$ cat config.mk
export PLATFORM = sky130hd
export DESIGN_NAME = fadd_share_arbiter
export DESIGN_NICKNAME = d
export VERILOG_FILES = /design/src/rtl/fadd_share_arbiter.sv
export SDC_FILE = /design/constraint.sdc
export NUM_CORES = 1
export LEC_CHECK = 0
export ABC_CLOCK_PERIOD_IN_PS = 7900
export CAP_MARGIN = 0
export CORE_AREA = 5 5 155 157
export CTS_BUF_LIST = sky130_fd_sc_hd__clkbuf_4 sky130_fd_sc_hd__clkbuf_8
export DETAILED_ROUTE_END_ITERATION = 6
export DIE_AREA = 0 0 160 162
export GPL_ROUTABILITY_DRIVEN = 0
export PLACE_DENSITY = 0.72
export SETUP_SLACK_MARGIN = 0.02
export SLEW_MARGIN = 20
export SYNTH_ARGS = -nofsm -noshare
export SYNTH_HDL_FRONTEND = slang
export SYNTH_SLANG_ARGS = --single-unit
export TNS_END_PERCENT = 10
$ cat constraint.sdc
create_clock -name clk -period 7.9 [get_ports clk]
set_clock_uncertainty 0.15 [all_clocks]
set_input_delay 2.37 -clock clk [delete_from_list [all_inputs] [get_ports clk]]
set_output_delay 2.37 -clock clk [all_outputs]
set_load 0.01 [all_outputs]
$ cat src/rtl/fadd_share_arbiter.sv
// Round-robin share of one combinational float adder across N_REQ requesters.
// Two-stage issue (S1 operands, S2 result), 2-cycle latency, stalls on response backpressure.
module fadd_share_arbiter #(
    parameter int N_REQ = 4,
    parameter int ID_W  = 2
) (
    input  logic                 clk,
    input  logic                 rst_n,
    input  logic [N_REQ-1:0]     req_valid,
    output logic [N_REQ-1:0]     req_ready,
    input  logic [N_REQ*32-1:0]  req_a,
    input  logic [N_REQ*32-1:0]  req_b,
    input  logic [N_REQ-1:0]     req_op,
    output logic [N_REQ-1:0]     rsp_valid,
    input  logic [N_REQ-1:0]     rsp_ready,
    output logic [31:0]          rsp_data,
    output logic [31:0]          fa_a,
    output logic [31:0]          fa_b,
    output logic                 fa_ctrl,
    output logic                 fa_enable,
    input  logic [31:0]          fa_ans
);

    logic             r_s1_v;
    logic [ID_W-1:0]  r_s1_id;
    logic [31:0]      r_s1_a;
    logic [31:0]      r_s1_b;
    logic             r_s1_op;
    logic             r_s2_v;
    logic [ID_W-1:0]  r_s2_id;
    logic [31:0]      r_s2_data;
    logic [ID_W-1:0]  r_ptr;

    logic             w_ret;
    logic             w_adv2;
    logic             w_acc;
    logic             w_found;
    logic [ID_W-1:0]  w_gnt_id;
    logic [ID_W-1:0]  w_ptr_nxt;
    logic [31:0]      w_a_arr [N_REQ];
    logic [31:0]      w_b_arr [N_REQ];

    for (genvar g = 0; g < N_REQ; g++) begin : g_lane
        assign w_a_arr[g] = req_a[32*g +: 32];
        assign w_b_arr[g] = req_b[32*g +: 32];
    end

    assign w_ret  = r_s2_v & rsp_ready[r_s2_id];
    assign w_adv2 = r_s1_v & (~r_s2_v | w_ret);
    // rst_n gates acceptance so no grant is advertised while held in reset.
    assign w_acc  = rst_n & w_found & (~r_s1_v | w_adv2);

    always_comb begin
        logic [ID_W-1:0] w_idx;
        w_found  = 1'b0;
        w_gnt_id = '0;
        w_idx    = '0;
        for (int k = 0; k < N_REQ; k++) begin
            w_idx = ID_W'((int'(r_ptr) + k) % N_REQ);
            if (!w_found && req_valid[w_idx]) begin
                w_found  = 1'b1;
                w_gnt_id = w_idx;
            end
        end
    end

    assign w_ptr_nxt = ID_W'((int'(w_gnt_id) + 1) % N_REQ);

    always_comb begin
        req_ready           = '0;
        req_ready[w_gnt_id] = w_acc;
    end

    always_comb begin
        rsp_valid          = '0;
        rsp_valid[r_s2_id] = r_s2_v;
    end

    assign rsp_data  = r_s2_data;
    assign fa_a      = r_s1_a;
    assign fa_b      = r_s1_b;
    assign fa_ctrl   = r_s1_op;
    assign fa_enable = r_s1_v;

    always_ff @(posedge clk or negedge rst_n) begin
        if (!rst_n) begin
            r_s2_v    <= 1'b0;
            r_s2_id   <= '0;
            r_s2_data <= '0;
        end else if (w_adv2) begin
            r_s2_v    <= 1'b1;
            r_s2_id   <= r_s1_id;
            r_s2_data <= fa_ans;
        end else if (w_ret) begin
            r_s2_v    <= 1'b0;
        end
    end

    always_ff @(posedge clk or negedge rst_n) begin
        if (!rst_n) begin
            r_s1_v  <= 1'b0;
            r_s1_id <= '0;
            r_s1_a  <= '0;
            r_s1_b  <= '0;
            r_s1_op <= 1'b0;
        end else if (w_acc) begin
            r_s1_v  <= 1'b1;
            r_s1_id <= w_gnt_id;
            r_s1_a  <= w_a_arr[w_gnt_id];
            r_s1_b  <= w_b_arr[w_gnt_id];
            r_s1_op <= req_op[w_gnt_id];
        end else if (w_adv2) begin
            r_s1_v  <= 1'b0;
        end
    end

    always_ff @(posedge clk or negedge rst_n) begin
        if (!rst_n) begin
            r_ptr <= '0;
        end else if (w_acc) begin
            r_ptr <= w_ptr_nxt;
        end
    end

endmodule
==> impl_metrics.yaml <==
run_status:
  status: "finished clean"
floorplan:
  start_util: 0.254
  rows: 55
  die_area_sq_um: 25900
  die_height_um: 162
  dieWidth_um: 160
  core-area_sq_um: 22400
  io_pins: 408
detailed_routing:
  routed_wl_um: 22700
  via_per_inst: 4.70
  vias: 5442
  ant_nets: 0
  drtIter0Drc: 208
  wl_per_cell_um: 19.6
  first_pass_iters: 4
  drcViolationCount: 0
setup_path:
  cp_common_cell: "clkdlybuf4s50_1"
  rr_worst_depth: 6
  criticalPathCategory: "in -> out"
  cp-start-kind: "primary input"
  r2r-end: "fa_a[18]"
  cpMaxStageDelayCell: "clkdlybuf4s50_1"
  max_stage_delay_ns: 0.54
  worstPathArrival_ns: 4.33
  crit_required_ns: 5.38
  r2r_start: "r_ptr[1]"
  r2r_slack_ns: 4.96
  crit_family: "buffers and inverters"
  crit_fanout: 19
  crit_buf_inv: 3
  worstPathCellList: "clkdlybuf4s50_1, a21oi_1, o21ai_1, o2bb2a_4, inv_1, nor2_1, clkdlybuf4s50_1"
  crit_path_end_kind: "primary output"
grt:
  grt_overflow: 0
  grt_pass1_vias: 5784
  grt_pass1_wl_um: 34000
  grt_start_max_net_pins: 67
  grt_usage: 0.166
  antenna_found_initial: 0
cells_and_area:
  syn_to_final_growth_pct: 78.6
  drive_gt1_frac: 0.0859
  fill_cells: 2122
  nets: 1170
  antenna_cells: 0
power_and_ir_drop:
  p_per_area_nw_per_um2: 303
  fin_total_pwr_uw: 3080
  vdd_drop_max_v: 0.000129
  leakage_uw: 0.00420
logic_synthesis:
  seq_area_frac_synth: 0.462
  synth_top_area_cell: "dfrtp_1"
  synth_cells: 483
  synth_cell_type_count: 27
  syn_area_sq_um: 5690
  synth_fp_nets: 785
  yosysTopAreaCellShare: 0.462
  synth_edf_count: 0
  yosysWarnings: 0
  syn_area_per_cell_sq_um: 11.8
  synth_area_leaders: "dfrtp_1 46%, mux2i_1 23%, o221ai_1 9.1%, mux2_2 6.9%, nand2_1 4.8%"
  synth.most_common_cell: "mux2i_1"
  synth_commonest_cells: "131 x mux2i_1, 105 x dfrtp_1, 72 x nand2_1"
  ys_ff_latch: 105
  synthFlopType: "dfrtp_1"
  async_flop_share: 1.00
sta:
  final-max-slew-violation-count: 0
  slew_headroom: 0.304
  period_minus_slack_ns: 6.85
  rsz0062_at_grt: "no"
  period_share: 0.867
  setup-violations-final: 0
  worst_slew_pin_slew_ns: 1.04
  fmax_ghz: 0.146
  fin_tns_setup_ns: 0
  final_hold_viol_count: 0
cts:
  clk_latency_ns: 0.38
  cts_sinks: 105
  cts_buffers: 9
  cts.clk_slew.worst_paths_ns: 0.10
  cts_tree: "done"
  cts_setup_buffers: 0
  clock-root-buffer: "clkbuf_8"
  cts_resized: 0
  cts_hold_buffers: 0
  clockBufferDepth: 2
  h-tree-depth: 3
worst_hold_path:
  min_to: "r_s1_id[0]"
  hold_start: "r_s1_id[0]"
  hp-class: "reg -> reg"
  min_path_cells: 2
place:
  portBuffers: 407
  dp_hpwl_um: 17500
run:
  drv_cap: 0
==> state kept, by name, indices dropped and copies added, names as in the netlist, 2 cells and up <==
| register | count |
|---|---|
| fa_a | 32 |
| fa_b | 32 |
| rsp_data | 32 |
| r_ptr | 2 |
| r_s1_id | 2 |
| r_s2_id | 2 |
==> metrics by stage <==
stage                     hold WS, ns  setup WS [ns]  instances  instance area [sq um]   util
after global placement          0.309           1.09       1142                   9920  0.443
after floorplan                 0.292           1.91        483                   5690      -
after global routing            0.365          0.957       1158                  10200  0.454
final                           0.338           1.05       1158                  10200  0.454
after CTS                       0.347           1.05       1158                  10200  0.454
after detailed placement        0.320           1.04       1142                   9920  0.443
==> logic make-up after synthesis <==
logic type | share of synthesized area
multiplexers | 0.302
flip-flops | 0.462
AND/OR/NAND/NOR | 0.0601
AO/OA/AOI/OAI | 0.125
buffers and inverters | 0.0493
XOR/XNOR | 0.00154
==> worst max path at each step <==
stage / start / to / slack [ns] / cells after the start
2_1_floorplan: req_valid[2] / req_ready[1] / 1.91 / 7
3_3_place_gp: req_valid[0] / req_ready[3] / 1.09 / 7
3_5_place_dp: req_valid[0] / req_ready[3] / 1.04 / 7
4_1_cts: req_valid[0] / req_ready[3] / 1.05 / 7
5_1_grt: req_valid[0] / req_ready[2] / 0.96 / 7
6_report: req_valid[0] / req_ready[3] / 1.05 / 7
==> layout make-up <==
cell class	instances	area, sq um	share of cell area
clock buffer	10	138	0.0136
clock inverter	6	96.3	0.00949
inverter	5	18.8	0.00185
multi-input combinational	333	2790	0.275
sequential	105	2630	0.259
tap	285	357	0.0351
timing repair buffer	414	4120	0.406
==> routing by layer <==
metal  part of all wire  track usage  wire length (um)
met1               0.39        0.193              8860
met2               0.51        0.296             11700
met3              0.068       0.0464              1540
met4              0.027       0.0559               620
met5                  0            0                 0
==> worst register-to-register path, cell delays in order (launching register included) <==
cell and delay [ns]:
dfrtp_1 0.48, a21oi_1 0.17, o21ai_1 0.09, o2bb2a_4 0.43
buf_4 0.84, mux2i_1 0.46, o221ai_1 0.17
==> cells in the final DEF (no fill, tap or decap), types with 2 or more instances in the layout <==
master and n:
mux2i_1 131, clkbuf_8 10, inv_1 5, mux2_2 35
o221ai_2 6, o221ai_1 59, bufinv_16 2, clkdlybuf4s50_1 406
nand2_1 72, buf_4 8, nand2b_1 2, nor2_1 9
o21ai_0 2, inv_6 2, dfrtp_1 105, nand2_2 2
a21oi_1 3
==> report_power, final <==
part	switching, uW	leakage [uW]	internal [uW]
clock network	206	0.000115	192
logic	768	0.00282	963
registers	148	0.00127	801
Power figures use the tool's default switching activity.
